[src/rtl/mem_pkg.sv]
// Shared types for the RAM port arbiter: access sizes, request sources and
// arbitration priority states, plus the saturating starvation increment.
package mem_pkg;

    typedef enum logic [1:0] {
        LEN_B = 2'd0,
        LEN_H = 2'd1,
        LEN_W = 2'd2
    } len_e;

    typedef enum logic {
        SRC_I = 1'b0,
        SRC_D = 1'b1
    } src_e;

    typedef enum logic {
        PRIO_D = 1'b0,
        PRIO_I = 1'b1
    } arb_state_e;

    localparam logic [3:0] STARVE_SAT = 4'd15;

    function automatic logic [3:0] sat_inc4(input logic [3:0] v);
        if (v == STARVE_SAT) begin
            return STARVE_SAT;
        end else begin
            return v + 4'd1;
        end
    endfunction

endpackage

[src/rtl/resp_tag_pipe.sv]
// DEPTH-stage {valid, src} shift register that follows each RAM read through
// the fixed RAM latency so its data can be steered back to the issuer.
module resp_tag_pipe
    import mem_pkg::*;
#(
    parameter int DEPTH = 1
) (
    input  logic clk,
    input  logic rst,
    input  logic push_valid_i,
    input  logic push_src_i,
    output logic pop_valid_o,
    output logic pop_src_o
);

    logic [DEPTH-1:0] valid_q;
    logic [DEPTH-1:0] src_q;

    generate
        if (DEPTH == 1) begin : g_single
            // Single-stage tag register; a reset drops any read in flight.
            always_ff @(posedge clk or negedge rst) begin
                if (!rst) begin
                    valid_q <= 1'b0;
                    src_q   <= 1'b0;
                end else begin
                    valid_q <= push_valid_i;
                    src_q   <= push_valid_i ? push_src_i : 1'b0;
                end
            end
        end else begin : g_multi
            // Multi-stage tag shift; a reset drops every read in flight.
            always_ff @(posedge clk or negedge rst) begin
                if (!rst) begin
                    valid_q <= '0;
                    src_q   <= '0;
                end else begin
                    valid_q <= {valid_q[DEPTH-2:0], push_valid_i};
                    src_q   <= {src_q[DEPTH-2:0], (push_valid_i ? push_src_i : 1'b0)};
                end
            end
        end
    endgenerate

    assign pop_valid_o = valid_q[DEPTH-1];
    assign pop_src_o   = src_q[DEPTH-1];

endmodule

[src/rtl/mem_port_arb.sv]
// Shares one RAM port between instruction fetch and data access: data normally
// wins, a starvation counter forces a fetch grant, read data returns to its issuer.
module mem_port_arb
    import mem_pkg::*;
#(
    parameter int ADDR_W     = 32,
    parameter int DATA_W     = 32,
    parameter int RAM_LAT    = 1,
    parameter int STARVE_MAX = 3
) (
    input  logic              clk,
    input  logic              rst,
    input  logic              i_req,
    input  logic [ADDR_W-1:0] i_addr,
    output logic              i_gnt,
    output logic              i_rvalid,
    output logic [DATA_W-1:0] i_rdata,
    input  logic              d_req,
    input  logic              d_we,
    input  logic [ADDR_W-1:0] d_addr,
    input  logic [DATA_W-1:0] d_wdata,
    input  logic [1:0]        d_len,
    output logic              d_gnt,
    output logic              d_rvalid,
    output logic [DATA_W-1:0] d_rdata,
    output logic              m_re,
    output logic              m_we,
    output logic [ADDR_W-1:0] m_addr,
    output logic [DATA_W-1:0] m_wdata,
    output logic [1:0]        m_len,
    input  logic [DATA_W-1:0] m_rdata
);

    localparam logic [3:0] STARVE_LIM = 4'(STARVE_MAX);

    arb_state_e state_q, state_d;
    logic [3:0] starve_q, starve_d;
    logic       rd_push_s;
    logic       rd_src_s;
    logic       pop_valid_s;
    logic       pop_src_s;

    // Grant selection; priority only matters when both sides request.
    always_comb begin
        i_gnt = 1'b0;
        d_gnt = 1'b0;
        if (!rst) begin
            i_gnt = 1'b0;
            d_gnt = 1'b0;
        end else if (i_req && d_req) begin
            if (state_q == PRIO_I) begin
                i_gnt = 1'b1;
            end else begin
                d_gnt = 1'b1;
            end
        end else begin
            i_gnt = i_req;
            d_gnt = d_req;
        end
    end

    // Drive the RAM port from the winner and tag reads for the response path.
    always_comb begin
        m_re      = 1'b0;
        m_we      = 1'b0;
        m_addr    = '0;
        m_wdata   = '0;
        m_len     = 2'd0;
        rd_push_s = 1'b0;
        rd_src_s  = 1'(SRC_I);
        if (i_gnt) begin
            m_re      = 1'b1;
            m_addr    = i_addr;
            m_len     = LEN_W;
            rd_push_s = 1'b1;
        end else if (d_gnt) begin
            m_re      = ~d_we;
            m_we      = d_we;
            m_addr    = d_addr;
            m_wdata   = d_wdata;
            m_len     = d_len;
            rd_push_s = ~d_we;
            rd_src_s  = 1'(SRC_D);
        end else begin
            rd_push_s = 1'b0;
        end
    end

    // Starvation count and priority next-state; the switch to fetch priority
    // uses the count being loaded so the forced grant lands right after the limit.
    always_comb begin
        starve_d = (i_req && !i_gnt) ? sat_inc4(starve_q) : 4'd0;
        state_d  = state_q;
        case (state_q)
            PRIO_D:  state_d = (starve_d == STARVE_LIM) ? PRIO_I : PRIO_D;
            PRIO_I:  state_d = i_gnt ? PRIO_D : PRIO_I;
            default: state_d = PRIO_D;
        endcase
    end

    // Arbitration state registers.
    always_ff @(posedge clk or negedge rst) begin
        if (!rst) begin
            state_q  <= PRIO_D;
            starve_q <= 4'd0;
        end else begin
            state_q  <= state_d;
            starve_q <= starve_d;
        end
    end

    resp_tag_pipe #(
        .DEPTH(RAM_LAT)
    ) u_tag_pipe (
        .clk          (clk),
        .rst          (rst),
        .push_valid_i (rd_push_s),
        .push_src_i   (rd_src_s),
        .pop_valid_o  (pop_valid_s),
        .pop_src_o    (pop_src_s)
    );

    assign i_rvalid = pop_valid_s && (pop_src_s == 1'(SRC_I));
    assign d_rvalid = pop_valid_s && (pop_src_s == 1'(SRC_D));
    assign i_rdata  = m_rdata;
    assign d_rdata  = m_rdata;

endmodule

[config.mk]
export PLATFORM = sky130hd
export DESIGN_NAME = mem_port_arb
export DESIGN_NICKNAME = d
export VERILOG_FILES = /design/src/rtl/mem_pkg.sv /design/src/rtl/resp_tag_pipe.sv /design/src/rtl/mem_port_arb.sv
export SDC_FILE = /design/constraint.sdc
export NUM_CORES = 1
export LEC_CHECK = 0
export ABC_AREA = 1
export BUFFER_PORTS_ARGS = -buffer_cell sky130_fd_sc_hd__buf_2
export CAP_MARGIN = 20
export CORE_AREA = 2 2 106 108
export DETAILED_ROUTE_END_ITERATION = 8
export DIE_AREA = 0 0 108 110
export SYNTH_ARGS = -nofsm -noshare
export SYNTH_HDL_FRONTEND = slang
export SYNTH_SLANG_ARGS = --single-unit
[constraint.sdc]
create_clock -name clk -period 1.35 [get_ports clk]
set_input_delay 0.0675 -clock clk [delete_from_list [all_inputs] [get_ports clk]]
set_output_delay 0.0675 -clock clk [all_outputs]
set_load 0.005 [all_outputs]
Yosys cells after proc, flatten, opt, wreduce, memory -nomap -nowiden

Cells that the tools add are included.

Multiplexer cells: 24
Bitwise operators: 3
Reduce and logical (&&, ||, !) cells: 5
Eq/ne operators: 2
Add/subtract/negate cells: 1

Operator list:

| kind                  | count |
|---|---|
| $mux W32              | 4 |
| $mux W1               | 15 |
| $mux W4               | 2 |
| $add A4 B1 Y4 const B | 1 |
| $eq A4 B2 Y1 const B  | 1 |
| $eq A4 B4 Y1 const B  | 1 |
| $logic_and A1 B1 Y1   | 4 |
| $mux W2               | 2 |
| $not A1 Y1            | 3 |
| $pmux W1 S2           | 1 |
| $logic_not A1 Y1      | 1 |

Input port bits: 135
Word-level logic and storage cells: 39
Bits in registers: 7
Output and inout bits: 136

Depth between registers and ports, before layout

Gate-level depths: netlist of run 1.

Depth in word-level cells: 9
Depth in mapped cells: 8
Gate-level depth less buffers: 8

Hierarchy

Synthesis of run 1 repeated with hierarchy kept, for this count alone.

Cells, all modules: 227
Area total of the unflattened synthesis: 1495.2 um^2

Modules (own cells, without submodules):

| module        | area each (um^2) | instances | sequential area each (um^2) | cells each |
|---|---|---|---|---|
| mem_port_arb  | 1437.6           | 1         | 125.1                       | 223 |
| resp_tag_pipe | 57.6             | 1         | 50.0                        | 4 |

Worst setup path after synthesis of run 1

OpenSTA, ideal clock, no wires.

Kind: reg-to-reg
Start: reg starve_q[0]
End: reg state_q
Buffers on the path: 0
Cell stages (with the launch flop): 8
Required time: 1.234 ns
Setup slack: 0.230 ns
Clock period less this slack: 1.120 ns
Setup time: 0.116 ns
Data arrival time: 1.003 ns
Path through: dfrtp_1 ha_1 nand3_1 nand2_1 nand3_1 nor2_1 nand2_1 nand2_1

Cells in the longest elaborated chain, start to end: 6
Elaborated cells on any way between the ends: 7
Those cells by class: add/sub: 1; eq/ne: 2; mux: 4

Ends and longest elaborated chain:

| item                                                 | RTL line                     | source |
|---|---|---|
| start, declared                                      | mem_port_arb.sv:37           | `logic [3:0] starve_q, starve_d;` |
| start signal, assigned                               | mem_port_arb.sv:108          | `starve_q <= starve_d;` |
| $add A4 B1 Y4 / $eq A4 B4 Y1 (equally long branches) | mem_pkg.sv:27, mem_pkg.sv:24 |  |
| $mux W4 *                                            | mem_pkg.sv:24                | `if (v == STARVE_SAT) begin` |
| $mux W4 *                                            | mem_port_arb.sv:92           | `starve_d = (i_req && !i_gnt) ? sat_inc4(starve_q) : 4'd0;` |
| $eq A4 B2 Y1 *                                       | mem_port_arb.sv:95           | `PRIO_D: state_d = (starve_d == STARVE_LIM) ? PRIO_I : PRIO_D;` |
| $mux W1 *                                            | mem_port_arb.sv:95           |  |
| $pmux W1 S2 *                                        | mem_port_arb.sv:94           | `case (state_q)` |
| via state_d                                          | mem_port_arb.sv:36           | `arb_state_e state_q, state_d;` |
| end signal, assigned                                 | mem_port_arb.sv:107          | `state_q <= state_d;` |
| end, declared                                        | mem_port_arb.sv:36           |  |

The timed path passes the listed nets; every way through them passes the cells marked *.

Worst setup path after layout of run 1

Start: reg state_q
End: out m_addr[27]

Cells in the longest elaborated chain, start to end: 5
Elaborated cells on any way between the ends: 8
Those cells by class: mux: 8

Ends and longest elaborated chain:

| item          | RTL line           | source |
|---|---|---|
| $mux W1       | mem_port_arb.sv:51 | `if (state_q == PRIO_I) begin` |
| $mux W1       | mem_port_arb.sv:50 | `end else if (i_req && d_req) begin` |
| $mux W1       | mem_port_arb.sv:47 | `if (!rst) begin` |
| $mux W32      | mem_port_arb.sv:76 | `end else if (d_gnt) begin` |
| $mux W32 *    | mem_port_arb.sv:71 | `if (i_gnt) begin` |
| end, declared | mem_port_arb.sv:28 | `output logic [ADDR_W-1:0] m_addr,` |

Every way passes the cells marked *; elsewhere a longest branch is shown, timed or not.

==> qor.csv, run 1 <==
stage;metric;value;unit
drt;post-DR vias/cell;3.78;
floorplan;floorplan die area;11900;µm²
power;power per cell area;607;nW/µm²
floorplan;number of placement rows;38;
place;number of buffers added on ports;174;
sta;highest clock rate;0.705;GHz
cts;number of buffers on the longest clock path;2;
cts;clock sinks;7;
global_routing;GR met1 Demand/Resource;10.5;%
cts;TritonCTS buffer count;3;
worst_setup_path;reg2reg path depth;9;
cells_and_area;area grow syn2layout;50.4;%
cells_and_area;Final Core Density;20.9;%
worst_setup_path;Critical Setup Path Class;register to output pin;
worst_setup_path;highest-delay cell along the critical path;dfrtp_1;
place;placed inst area;2010;µm²
sta;Slew Limit Headroom;86.3;%
synthesis;mapped cell area;1490;µm²
global_routing;number of global-route vias before repair;1581;
synthesis;Avg Inst Size Synth;6.61;µm²
sta;Worst Setup Slack, final;-0.0693;ns
sta;Clock Skew;0.00831;ns
global_routing;peak-usage layer in the global routing report;met2;
cells_and_area;share of cells above drive strength 1;60.0;%
synthesis;#FFs+latches synth;7;
synthesis;Area contributors post-synth;buf_4 32%, a22o_1 19%, dfrtp_1 12%, inv_1 11%, nor2_1 9.6%;
worst_setup_path;critical path fanouts, max;9;
sta;fin crit share;105;%
global_routing;wire length of the first global-routing pass;8670;µm
global_routing;total overflow reported by the global router;0;
synthesis;sequential area share after synthesis;11.8;%
status;run status;finished with violations;
cells_and_area;number of nets in the layout;482;
cts;clock input transition at the sequential cells of the worst setup and hold paths;0.05;ns
synthesis;cell count after synthesis;225;
floorplan;effective utilization at floorplan;13.9;%
synthesis;cell type with the highest aggregate area in the netlist;buf_4;
floorplan;number of ports placed on the die boundary;271;
drt;TritonRoute pass-1 iters;4;
worst_setup_path;crit-path cells;nand2_2 > nand3_4 > buf_8 > inv_12 > a22o_1 > buf_2;
sta;final-report hold violation count;0;
flow_run;max-cap violation count;0;
sta;setup violators final;37;
drt;number of antenna-violating nets in the routed design;0;
cts;CTS tree;yes;
place;HPWL after detailed placement;5360;µm
synthesis;Yosys top cell area share;32.3;%
synthesis;number of distinct library cell variants in the gate-level netlist after synthesis;16;
cts;clock root cell;clkbuf_8;
sta;worst-margin pin slew;0.205;ns
power;Lkg Pwr;1.51;nW
cts;Skew-Pair Late Insertion Delay;0.23;ns
synthesis;warning count from the yosys run;0;
drt;via count;1837;
power;VDD IR max;0.000360;V
sta;final-layout worst hold slack;0.0212;ns
global_routing;antenna violations before repair;0;
worst_setup_path;Critical Path Max Stage Delay;0.39;ns
global_routing;met2 Use GR;18.6;%
synthesis;Top FF cell, synth;dfrtp_1;
floorplan;Die Y-Extent;110;µm
min_path;type of the worst min-delay path;input pin to register;
min_path;launch instance of the worst min-delay path;d_we;
cells_and_area;post-route cell area;2240;µm²
synthesis;most instantiated cells after synthesis;64 x buf_4, 45 x inv_1, 38 x nor2_1;
synthesis;Async SR Flop Fraction;100;%
min_path;worst hold path stage count;2;
synthesis;count leader, synth;buf_4;
worst_setup_path;Req. time, crit path;1.28;ns
sta;number of slew-limit violations in the final report;0;
status;violations in the final reports;setup timing;
cts;number of H-tree levels;1;
min_path;Hold EP;u_tag_pipe.pop_src_o;
drt;initial detailed-routing violation count;36;
synthesis;number of flops mapped to enable cells by yosys;0;
worst_setup_path;startpoint type of the worst setup path;register;
worst_setup_path;worst-case register-to-register setup slack;0.07;ns
drt;count of unresolved DRC violations after routing;0;
synthesis;syn nets;361;
floorplan;area inside the core boundary;10700;µm²
sta;post-layout min period;1.42;ns
global_routing;total global-route track usage;9.93;%
global_routing;pin count of the biggest net entering global routing;33;
global_routing;GR Layer Usage met3;2.35;%
floorplan;width of the chip;108;µm
drt;detailed-route wire length per cell;14.6;µm
worst_setup_path;Crit path arrival time;1.35;ns
worst_setup_path;reg2reg start;state_q;
worst_setup_path;CP top delay family;flip-flops;
drt;DRT Wirelength;7080;µm
place;routability cong.;0.717;
sta;unrepaired setup endpoints after global routing;yes;
worst_setup_path;CP Capture Type;output pin;
worst_setup_path;number of buffers and inverters on the critical path;3;
worst_setup_path;critical register-to-register path endpoint;state_q;
power by group:
part	total (mW)	switching [mW]	internal [mW]
registers	0.253	0.0198	0.233
logic	0.807	0.405	0.402
clock network	0.298	0.0974	0.200
total	1.36	0.522	0.836
cell usage in the layout, fill, tap and decap left out, types with 2 or more instances in the layout:
master / synthesis / final
buf_2: 3 / 174
a22o_1: 32 / 32
nand2_1: 15 / 14
buf_4: 64 / 5
dfrtp_1: 7 / 7
nor2_1: 38 / 30
inv_8: 0 / 3
nor2_2: 0 / 8
nand3_1: 6 / 6
inv_1: 45 / 44
buf_6: 6 / 2
inv_6: 0 / 2
clkbuf_8: 0 / 3
inv_12: 0 / 2
state kept, by name, indices dropped and copies added, names as in the netlist:
name	flops
starve_q	4
u_tag_pipe.pop_valid_o	1
state_q	1
u_tag_pipe.pop_src_o	1
per-layer routing:
metal	vias to the layer above	wire length (µm)
li1	879	-
met1	791	2530
met2	140	3510
met3	27	808
met5	-	0
met4	0	226
kinds of logic after synthesis:
family,share of synthesized area (%)
DFF,11.8
AOI/OAI and AO/OA,19.5
and+or+nand+nor,17.8
adders and majority gates,0.841
buffers and inverters,50.0
worst max path at each step:
| stage | slack (ns) | cells past startpoint | startpoint | end |
|---|---|---|---|---|
| final | -0.07 | 6 | state_q | m_addr[27] |
| after floorplan | 0.23 | 7 | starve_q[0] | state_q |
| after global routing | -0.13 | 6 | state_q | m_addr[14] |
| after detailed placement | 0.05 | 6 | state_q | m_addr[18] |
| after CTS | -0.08 | 6 | state_q | m_addr[18] |
| after global placement | 0.08 | 6 | state_q | m_addr[18] |
repair_timing:
item / 4_1_cts / 5_1_grt
endpoints found under the setup margin: 42 / 59
gates resized for setup: 18 / 10
setup buffers: 4 / 1
cloned: 4 / 1
hold endpoints to repair: 7 / 0
hold buffers: 1 / 0
pin swaps: 1 / 2
cell type report:
cell class | instances | area (µm²)
repair inverters | 5 | 51.3
flip-flops and latches | 7 | 175
diodes | 1 | 2.50
repair buffers | 184 | 976
clock buffers | 3 | 41.3
multi-input cells | 98 | 609
inverters | 47 | 201
clock inverters | 1 | 5.00
well taps | 140 | 175
fillers | 1267 | 8460
through the flow:
stage               TNS, ns  instances  power [mW]  worst slack, ns
floorplan                 0        225       0.721            0.230
global placement          0        470       0.921           0.0766
detailed placement        0        470       0.924           0.0459
CTS                   -2.38        483        1.33          -0.0824
global route          -5.74        485        1.47           -0.133
finish                -1.93        486        1.36          -0.0693
No activity file was read; power rests on OpenSTA's default activity.
==> run 2, diff against run 1 <==
Settings changed: PLACE_DENSITY set to 0.57.
==> qor.csv, run 2 (synthesis gave the netlist of run 1 again) <==
stage;metric;value;unit;change
worst_setup_path;critical register-to-register path endpoint;state_q;;
cells_and_area;register with the most flip-flops;starve_q;;
worst_setup_path;worst-case register-to-register setup slack;0.13;ns;+0.06 ns
cts;CTS tree;yes;;
place;HPWL after detailed placement;4630;µm;-14%
cells_and_area;top library cells by usage in the layout, fill and taps aside;174 x buf_2, 45 x inv_1, 32 x a22o_1, 15 x nor2_1, 15 x nor2_2;;
cells_and_area;number of nets in the layout;480;;-0.41%
min_path;launch instance of the worst min-delay path;d_we;;
sta;setup violators final;58;;+57%
min_path;type of the worst min-delay path;input pin to register;;
power;part of the power in combinational logic;59.1;%;-0.3 points
floorplan;width of the chip;108;µm;unchanged
cts;clock input transition at the sequential cells of the worst setup and hold paths;0.04;ns;about the same
cells_and_area;leading cell type in the layout, fill and taps excluded;buf_2;;
drt;TritonRoute pass-1 iters;4;;unchanged
sta;unrepaired setup endpoints after global routing;yes;;
drt;number of antenna-violating nets in the routed design;0;;unchanged
power;share of total power consumed by net switching;37.1;%;-1.3 points
cts;number of buffers on the longest clock path;2;;unchanged
cells_and_area;final antenna diode count;0;;-1
place;routability cong.;0.627;;-13%
global_routing;total global-route track usage;7.80;%;-2.1 points
flow_run;max-cap violation count;0;;unchanged
status;violations in the final reports;setup timing;;
worst_setup_path;critical path fanouts, max;17;;+8
global_routing;number of global-route vias before repair;1626;;+2.8%
worst_setup_path;Req. time, crit path;1.28;ns;about the same
worst_setup_path;reg2reg path depth;9;;unchanged
sta;final-report hold violation count;0;;unchanged
cells_and_area;area grow syn2layout;56.2;%;
min_path;worst hold path stage count;2;;unchanged
power;clock share of power;22.2;%;+0.3 points
place;number of buffers added on ports;174;;unchanged
floorplan;area inside the core boundary;10700;µm²;unchanged
sta;final-layout worst hold slack;0.0383;ns;+0.0171 ns
drt;post-DR vias/cell;3.83;;+1.4%
min_path;Hold EP;u_tag_pipe.pop_src_o;;
global_routing;antenna violations before repair;0;;unchanged
power;power per cell area;581;nW/µm²;-4.2%
cts;clock root cell;clkbuf_8;;
drt;via count;1851;;+0.76%
sta;post-layout min period;1.43;ns;+0.0139 ns
global_routing;total overflow reported by the global router;0;;unchanged
drt;initial detailed-routing violation count;55;;+53%
cells_and_area;number of flip-flops in the largest register;4;;unchanged
floorplan;number of ports placed on the die boundary;271;;unchanged
power;VDD IR max;0.000313;V;-13%
place;placed inst area;1990;µm²;-1.4%
sta;fin crit share;106;%;+1.0 points
sta;Clock Skew;0.00166;ns;-0.00665 ns
power;power after layout;1.35;mW;-0.54%
drt;count of unresolved DRC violations after routing;0;;unchanged
sta;worst-margin pin slew;0.178;ns;-0.0268 ns
worst_setup_path;CP Capture Type;output pin;;
worst_setup_path;Crit path arrival time;1.37;ns;+0.02 ns
floorplan;floorplan die area;11900;µm²;unchanged
cts;number of H-tree levels;1;;unchanged
sta;number of slew-limit violations in the final report;0;;unchanged
global_routing;wire length of the first global-routing pass;7300;µm;-16%
worst_setup_path;Critical Setup Path Class;register to output pin;;
floorplan;number of placement rows;38;;unchanged
cts;Skew-Pair Late Insertion Delay;0.23;ns;about the same
sta;Worst Setup Slack, final;-0.0832;ns;-0.0139 ns
power;internal power summed over all cells;849;µW;+1.6%
cells_and_area;post-route cell area;2320;µm²;+3.9%
power;sequential group share of total power;18.7;%;about the same
status;run status;finished with violations;;
floorplan;effective utilization at floorplan;13.9;%;unchanged
drt;DRT Wirelength;6020;µm;-15%
floorplan;Die Y-Extent;110;µm;unchanged
cells_and_area;share of cells above drive strength 1;63.8;%;+3.8 points
cts;clock sinks;7;;unchanged
drt;detailed-route wire length per cell;12.5;µm;-14%
global_routing;pin count of the biggest net entering global routing;35;;+6.1%
power;Lkg Pwr;1.52;nW;+0.61%
worst_setup_path;reg2reg start;state_q;;
power;Net Switching;501;µW;-4.0%
worst_setup_path;startpoint type of the worst setup path;register;;
cts;TritonCTS buffer count;3;;unchanged
sta;Slew Limit Headroom;88.1;%;+1.8 points
sta;aggregate negative setup slack;-3.28;ns;-1.35 ns
sta;highest clock rate;0.698;GHz;-0.97%
-- run 2: changes by cell type in the layout (fill, tap and decap cells not counted), sizes merged --
| cell | previous run | this run |
|---|---|---|
| clkinv | 1 | 0 |
| inv | 52 | 48 |
| clkbuf | 3 | 6 |
| diode | 1 | 0 |
-- run 2: power by group through the flow --
stage	combinational, mW	sequential (mW)	clock [mW]
after floorplan	0.470	0.252	0
after global placement	0.631	0.254	0
after detailed placement	0.639	0.256	0
after CTS	0.664	0.254	0.305
after global routing	0.885	0.256	0.325
final	0.798	0.253	0.299
-- run 2: per-stage QoR --
stage,utilization [%],setup slack (ns),instances
final,21.7,-0.0832,483
after global routing,21.7,-0.139,483
after CTS,19.4,-0.0569,474
after detailed placement,18.6,0.0888,468
after global placement,18.6,0.0930,468
after floorplan,-,0.230,225
-- run 2: worst max path at each step --
stage,depth (start not counted),startpoint,to
floorplan,7,starve_q[0],state_q
global placement,6,state_q,m_len[1]
detailed placement,6,state_q,m_addr[19]
CTS,6,state_q,m_addr[19]
global route,6,state_q,m_wdata[18]
finish,6,state_q,m_addr[11]
-- run 2: critical path: stages (launching register included) --
cell and delay, ns:
dfrtp_1 0.38, nand2_2 0.09, nand3_4 0.10, buf_12 0.17, inv_16 0.06, a22o_1 0.20
buf_2 0.13
-- run 2: what timing repair did --
item                                    in CTS  in global routing
pin swaps                                    1                  8
endpoints found under the setup margin      67                 68
buffers inserted                             1                  5
cloned                                       0                  4
hold buffers                                 1                  0
hold endpoints to repair                     7                  0
resized for setup                            7                 43
-- run 2: final cells by class --
type	instances	area (µm²)
fill	1213	8370
timing repair buffer	186	1030
multi-input combinational	98	677
inverter	47	200
sequential	7	175
tap	140	175
clock buffer	4	45.0
timing repair inverter	1	20.0
-- run 2: per-layer routing --
layer	routed length (µm)	GRT usage [%]
met1	1980	8.20
met2	2950	13.8
met3	808	2.00
met4	279	5.22
met5	0	0
